==> config.mk <==
export PLATFORM = sky130hd
export DESIGN_NAME = spi_regfile_sampled
export DESIGN_NICKNAME = d
export VERILOG_FILES = /design/src/rtl/spi_regfile_pkg.sv /design/src/rtl/sync_2ff.sv /design/src/rtl/spi_regfile_sampled.sv
export SDC_FILE = /design/constraint.sdc
export NUM_CORES = 1
export LEC_CHECK = 0
export ABC_AREA = 1
export CAP_MARGIN = 0
export CORE_MARGIN = 4
export CORE_UTILIZATION = 50
export CTS_CLUSTER_DIAMETER = 80
export DETAILED_ROUTE_END_ITERATION = 10
export HOLD_SLACK_MARGIN = 0.08
export PLACE_DENSITY = 0.75
export SLEW_MARGIN = 20
export SYNTH_ARGS = -nofsm -noshare
export SYNTH_HDL_FRONTEND = slang
export SYNTH_SLANG_ARGS = --single-unit
==> constraint.sdc <==
create_clock -name clk -period 1.7 [get_ports clk]
set_input_delay 0.255 -clock clk [delete_from_list [all_inputs] [get_ports clk]]
set_output_delay 0.255 -clock clk [all_outputs]
set_load 0.02 [all_outputs]
==> src/rtl/spi_regfile_pkg.sv <==
// Shared types and command-byte layout for the SPI-sampled register file.
package spi_regfile_pkg;

    localparam int unsigned CMD_W        = 8;
    localparam int unsigned ADDR_W       = 7;
    localparam int unsigned CMD_RW_BIT   = 7;
    localparam int unsigned CMD_ADDR_MSB = 6;
    localparam int unsigned CMD_ADDR_LSB = 0;
    localparam int unsigned CNT_W        = 6;

    typedef enum logic [1:0] {
        ST_IDLE = 2'd0,
        ST_CMD  = 2'd1,
        ST_DATA = 2'd2
    } state_e;

endpackage

==> src/rtl/sync_2ff.sv <==
// Two-stage synchronizer bank with a per-bit reset (idle) level.
module sync_2ff #(
    parameter int unsigned       WIDTH   = 1,
    parameter logic [WIDTH-1:0]  RST_VAL = '0
) (
    input  logic             clk,
    input  logic             rst_n,
    input  logic [WIDTH-1:0] d,
    output logic [WIDTH-1:0] q
);

    logic [WIDTH-1:0] meta_q, meta_d;
    logic [WIDTH-1:0] sync_q, sync_d;

    always_comb begin
        meta_d = d;
        sync_d = meta_q;
    end

    always_ff @(posedge clk or negedge rst_n) begin
        if (!rst_n) begin
            meta_q <= RST_VAL;
            sync_q <= RST_VAL;
        end else begin
            meta_q <= meta_d;
            sync_q <= sync_d;
        end
    end

    assign q = sync_q;

endmodule

==> src/rtl/spi_regfile_sampled.sv <==
// SPI mode-0 slave register file; SPI pins are oversampled on clk, frames are
// {rw, addr[6:0]} followed by DATA_W-bit data words with auto-increment.
module spi_regfile_sampled
    import spi_regfile_pkg::*;
#(
    parameter int unsigned                NUM_REGS   = 4,
    parameter int unsigned                DATA_W     = 8,
    parameter logic [NUM_REGS*DATA_W-1:0] RESET_VALS = {8'h03, 8'h02, 8'h01, 8'h96}
) (
    input  logic                         clk,
    input  logic                         rst_n,
    input  logic                         sclk,
    input  logic                         mosi,
    input  logic                         cs_n,
    output logic                         miso,
    output logic                         miso_oe,
    output logic [NUM_REGS*DATA_W-1:0]   reg_q,
    output logic                         wr_strobe,
    output logic [ADDR_W-1:0]            wr_addr
);

    logic [2:0] sync_out;
    logic       cs_s, sclk_s, mosi_s;

    sync_2ff #(
        .WIDTH   (3),
        .RST_VAL (3'b100)
    ) u_sync (
        .clk   (clk),
        .rst_n (rst_n),
        .d     ({cs_n, sclk, mosi}),
        .q     (sync_out)
    );

    assign {cs_s, sclk_s, mosi_s} = sync_out;

    state_e                      state_q, state_d;
    logic                        sclk_prev_q, sclk_prev_d;
    logic                        cs_prev_q, cs_prev_d;
    logic [1:0]                  warm_q, warm_d;
    logic                        armed_q, armed_d;
    logic [CNT_W-1:0]            bit_cnt_q, bit_cnt_d;
    logic [DATA_W-2:0]           rx_sh_q, rx_sh_d;
    logic [DATA_W-1:0]           tx_sh_q, tx_sh_d;
    logic                        rw_q, rw_d;
    logic [ADDR_W-1:0]           addr_q, addr_d;
    logic [NUM_REGS*DATA_W-1:0]  regs_q, regs_d;
    logic                        wr_strobe_q, wr_strobe_d;
    logic [ADDR_W-1:0]           wr_addr_q, wr_addr_d;

    logic              sclk_rise, sclk_fall, cs_fall, cs_rise;
    logic [DATA_W-1:0] rx_word;
    logic [CMD_W-1:0]  cmd_byte;
    logic [ADDR_W-1:0] next_addr;

    function automatic logic [DATA_W-1:0] read_reg(
        input logic [NUM_REGS*DATA_W-1:0] img,
        input logic [ADDR_W-1:0]          a
    );
        logic [DATA_W-1:0] w;
        w = '0;
        for (int unsigned i = 0; i < NUM_REGS; i++) begin
            if (32'(a) == i) w = img[i*DATA_W +: DATA_W];
        end
        return w;
    endfunction

    // A falling cs_n is only trusted once a real high level has been seen
    // after reset, so a frame cut by reset cannot be resumed mid-way.
    always_comb begin
        sclk_prev_d = sclk_s;
        cs_prev_d   = cs_s;
        warm_d      = (warm_q == 2'd2) ? warm_q : warm_q + 2'd1;
        armed_d     = armed_q | ((warm_q == 2'd2) & cs_s);
        sclk_rise   = sclk_s & ~sclk_prev_q;
        sclk_fall   = ~sclk_s & sclk_prev_q;
        cs_fall     = ~cs_s & cs_prev_q & armed_q;
        cs_rise     = cs_s & ~cs_prev_q;
        rx_word     = {rx_sh_q, mosi_s};
        cmd_byte    = {rx_sh_q[CMD_W-2:0], mosi_s};
        next_addr   = ADDR_W'((32'(addr_q) + 32'd1) % NUM_REGS);
    end

    always_comb begin
        state_d     = state_q;
        bit_cnt_d   = bit_cnt_q;
        rx_sh_d     = rx_sh_q;
        tx_sh_d     = tx_sh_q;
        rw_d        = rw_q;
        addr_d      = addr_q;
        regs_d      = regs_q;
        wr_strobe_d = 1'b0;
        wr_addr_d   = wr_addr_q;

        case (state_q)
            ST_IDLE: begin
                if (cs_fall) begin
                    state_d   = ST_CMD;
                    bit_cnt_d = '0;
                    rx_sh_d   = '0;
                    tx_sh_d   = '0;
                end
            end
            ST_CMD: begin
                if (sclk_rise) begin
                    rx_sh_d = {rx_sh_q[DATA_W-3:0], mosi_s};
                    if (bit_cnt_q == CNT_W'(CMD_W - 1)) begin
                        state_d   = ST_DATA;
                        bit_cnt_d = '0;
                        rx_sh_d   = '0;
                        rw_d      = cmd_byte[CMD_RW_BIT];
                        addr_d    = cmd_byte[CMD_ADDR_MSB:CMD_ADDR_LSB];
                        tx_sh_d   = read_reg(regs_q, cmd_byte[CMD_ADDR_MSB:CMD_ADDR_LSB]);
                    end else begin
                        bit_cnt_d = bit_cnt_q + CNT_W'(1);
                    end
                end
            end
            ST_DATA: begin
                if (sclk_rise) begin
                    rx_sh_d = {rx_sh_q[DATA_W-3:0], mosi_s};
                    if (bit_cnt_q == CNT_W'(DATA_W - 1)) begin
                        bit_cnt_d = '0;
                        rx_sh_d   = '0;
                        if (rw_q && (32'(addr_q) < NUM_REGS)) begin
                            for (int unsigned i = 0; i < NUM_REGS; i++) begin
                                if (32'(addr_q) == i) regs_d[i*DATA_W +: DATA_W] = rx_word;
                            end
                            wr_strobe_d = 1'b1;
                            wr_addr_d   = addr_q;
                        end
                        addr_d  = next_addr;
                        tx_sh_d = read_reg(regs_q, next_addr);
                    end else begin
                        bit_cnt_d = bit_cnt_q + CNT_W'(1);
                    end
                end else if (sclk_fall && (bit_cnt_q != '0)) begin
                    // The MSB of a freshly loaded word must survive the
                    // falling edge that precedes its first rising edge.
                    tx_sh_d = {tx_sh_q[DATA_W-2:0], 1'b0};
                end
            end
            default: state_d = ST_IDLE;
        endcase

        if (cs_rise) begin
            state_d   = ST_IDLE;
            bit_cnt_d = '0;
            rx_sh_d   = '0;
            tx_sh_d   = '0;
        end
    end

    always_ff @(posedge clk or negedge rst_n) begin
        if (!rst_n) begin
            state_q     <= ST_IDLE;
            sclk_prev_q <= 1'b0;
            cs_prev_q   <= 1'b1;
            warm_q      <= '0;
            armed_q     <= 1'b0;
            bit_cnt_q   <= '0;
            rx_sh_q     <= '0;
            tx_sh_q     <= '0;
            rw_q        <= 1'b0;
            addr_q      <= '0;
            regs_q      <= RESET_VALS;
            wr_strobe_q <= 1'b0;
            wr_addr_q   <= '0;
        end else begin
            state_q     <= state_d;
            sclk_prev_q <= sclk_prev_d;
            cs_prev_q   <= cs_prev_d;
            warm_q      <= warm_d;
            armed_q     <= armed_d;
            bit_cnt_q   <= bit_cnt_d;
            rx_sh_q     <= rx_sh_d;
            tx_sh_q     <= tx_sh_d;
            rw_q        <= rw_d;
            addr_q      <= addr_d;
            regs_q      <= regs_d;
            wr_strobe_q <= wr_strobe_d;
            wr_addr_q   <= wr_addr_d;
        end
    end

    assign miso      = (state_q == ST_DATA) & tx_sh_q[DATA_W-1];
    assign miso_oe   = ~cs_s;
    assign reg_q     = regs_q;
    assign wr_strobe = wr_strobe_q;
    assign wr_addr   = wr_addr_q;

endmodule

==> results.json, run 1 <==
{
  "grt_pass1_vias": 3621,
  "synth_nets": 520,
  "place_congestion": 0.855,
  "async_reset_ff_frac": 1.00,
  "required_ns": 1.44,
  "rrSetupSlack_ns": 0.06,
  "drt-total-wl_mm": 10.6,
  "switching_share": 0.373,
  "nets": 598,
  "die_area_sq_um": 9730,
  "r2r_cells": 10,
  "worst-path-buf-inv": 1,
  "grt_max_degree": 83,
  "hp-start": "cs_n",
  "remaining_drc_errors": 0,
  "path_cells": "clkdlybuf4s50_1",
  "clk_pin_slew_worst_paths_ns": 0.08,
  "numCtsBuffers": 9,
  "rows": 32,
  "cts.sinks": 82,
  "routedWlPerCell_microns": 15.4,
  "end_kind": "output pin",
  "holdCritPathClass": "primary input to flip-flop",
  "power.density_nw_per_um2": 1030,
  "worstMarginPinSlew_ns": 0.428,
  "htreeDepth": 3,
  "ys_warn_count": 0,
  "synth_cell_types": 32,
  "critical_path_arrival_ns": 1.41,
  "max_stage_delay_ns": 0.63,
  "ys.flop_type": "dfrtp_1",
  "n_fill_cell": 641,
  "core_area_sq_um": 7850,
  "finalSetupTns_ns": 0,
  "synth-seq-cells": 82,
  "relSlewSlack": 0.715,
  "hold_viol": 0,
  "postSynthCellCount": 502,
  "drive_above_1_share": 0.191,
  "via_per_inst": 5.45,
  "utilization": 0.665,
  "combPwrFrac": 0.355,
  "ff_latch_area_sq_um": 2070,
  "clock_skew_ns": 0.0140,
  "overflow": 0,
  "rsz0062_at_grt": "true",
  "antenna_found_initial": 0,
  "crit_fanout": 4,
  "synth_seq_area_share": 0.503,
  "max_cap_violations": 0,
  "hold_end": "u_sync.meta_q[2]",
  "insertedDiodeCount": 0,
  "hold_path_depth": 1,
  "startpoint_type": "flip-flop",
  "outcome": "complete, no violations",
  "dieHeight_microns": 98.7,
  "areaGrowthSynthToFinish_pct": 27.1,
  "seqPwrFrac": 0.404,
  "grtUsageTotal": 0.220,
  "via_count": 3745,
  "p_clk_frac": 0.241,
  "dr.pass1.iters": 5,
  "start_util": 0.524,
  "fin_crit_sh": 0.981,
  "leakagePower_uw": 0.00267,
  "synth_edf_count": 0,
  "post-route-min-period_ns": 1.67,
  "portBuffers": 46,
  "multiInputGateArea_sq_um": 1910,
  "vdd.ir_drop.worst_uv": 611,
  "cp_top_family": "buffers and inverters",
  "final_antenna_net_count": 0,
  "power_uw": 5350,
  "p_switching_uw": 2000,
  "dp_hpwl_mm": 7.38,
  "r2r_start": "state_q[1]",
  "p_int_uw": 3360,
  "whs_ns": 0.290,
  "grt_pass1_wl_mm": 17.2,
  "slew_violations": 0,
  "syn_area_sq_um": 4110,
  "clock.fmax_ghz": 0.600,
  "clock_latency_ns": 0.36,
  "dr.first_iter.drc_count": 209,
  "cts_buffer_depth": 2,
  "setup_viol": 0,
  "die_w_microns": 98.7,
  "critPathKind": "flip-flop to output pin",
  "cts_tree": "yes",
  "synth.avg_cell_area_sq_um": 8.19,
  "num_io_pins": 47,
  "root_buffer": "clkbuf_8",
  "critPathSlowestCell": "clkdlybuf4s50_1",
  "regToRegEndpoint": "tx_sh_q[0]"
}
cells by family after synthesis:
logic type,share of synthesized area
AO/OA/AOI/OAI,0.142
buffers and inverters,0.0636
flip-flops,0.503
XOR/XNOR,0.00426
AND/OR/NAND/NOR,0.247
adder cells (fa/ha/maj),0.0396
per-layer routing:
metal	GRT usage	routed length (microns)	up-vias
li1	-	-	1792
met1	0.271	4220	1769
met2	0.366	5260	139
met3	0.0333	602	45
met4	0.133	485	0
met5	0	0	-
how the worst max path moves through the flow:
stage | start | end | cells past startpoint
2_1_floorplan | addr_q[0] | tx_sh_q[6] | 12
3_3_place_gp | bit_cnt_q[0] | reg_q[30] | 8
3_5_place_dp | bit_cnt_q[1] | reg_q[31] | 8
4_1_cts | reg_q[15] | reg_q[15] | 1
5_1_grt | addr_q[0] | tx_sh_q[2] | 11
6_report | reg_q[29] | reg_q[29] | 1
cell usage in the layout (no fill, tap or decap), types with 14 or more instances in the layout:
cell type	count
dlymetal6s2s_1	14
nand2_1	143
buf_4	30
inv_1	32
a21oi_1	26
dfrtp_1	69
o21ai_1	31
o21ai_0	20
o211ai_1	16
clkdlybuf4s50_1	17
nor2_1	41
nand3_1	33
what timing repair did:
action	CTS	global route
setup endpoints to repair	49	75
hold buffers	1	0
endpoints found under the hold margin	71	0
resized for setup	23	44
buffers inserted	1	5
pin swaps	0	14
synth_stat cells (all sizes together) (3+ instances only):
cell	instances	area share
nand2	153	0.15
dfrtp	71	0.43
o21ai	55	0.071
nor2	48	0.047
inv	46	0.043
nand3	37	0.047
a21oi	29	0.035
o211ai	16	0.029
ha	13	0.040
dfstp	11	0.070
buf	8	0.016
clkbuf	5	0.0046
nor3	3	0.0061
worst reg2reg max path: stages (launching register included):
cell and delay [ns]:
dfrtp_1 0.41, inv_2 0.08, ha_4 0.27, nor2_1 0.04, nand2_1 0.11, nand2_2 0.08
nor2_2 0.09, nand3_2 0.12, nor2_4 0.23, nand2_1 0.09, nand2_1 0.06
sequential cells by signal (all words and copies together) (netlist names):
name / flops
state_q: 2
armed_q: 1
warm_q: 2
bit_cnt_q: 6
rw_q: 1
addr_q: 7
wr_addr: 7
u_sync.meta_q: 3
tx_sh_q: 8
u_sync.q: 3
cs_prev_q: 1
wr_strobe: 1
reg_q: 32
rx_sh_q: 7
sclk_prev_q: 1
power groups by stage:
stage,Combinational [uW],Clock [uW],Sequential [uW]
after floorplan,1050,0,2170
after global placement,1640,0,2190
after detailed placement,1670,0,2190
after CTS,1720,1300,2160
after global routing,2110,1390,2180
final,1900,1290,2170
through the flow:
stage | instance area, sq um | instances | setup WS [ns]
finish | 5220 | 687 | 0.0327
floorplan | 4110 | 502 | 0.00453
detailed placement | 4840 | 664 | -0.0824
global placement | 4840 | 664 | -0.0302
CTS | 5040 | 682 | 0.00115
global route | 5220 | 687 | -0.0526
cell type report:
class	count	area share
inverter	47	0.0343
sequential	82	0.396
clock buffer	12	0.0278
tap	102	0.0244
multi-input combinational	360	0.365
timing repair buffer	80	0.147
clock inverter	4	0.00527
No activity file was read; power rests on OpenSTA's default activity.
==> inputs of run 2 (changes only) <==
- CAP_MARGIN: 0 -> 25
- HOLD_SLACK_MARGIN: 0.08 -> 0.05
==> results of run 2 <==
Final layout, timing and power as in run 1 (identical DEF).
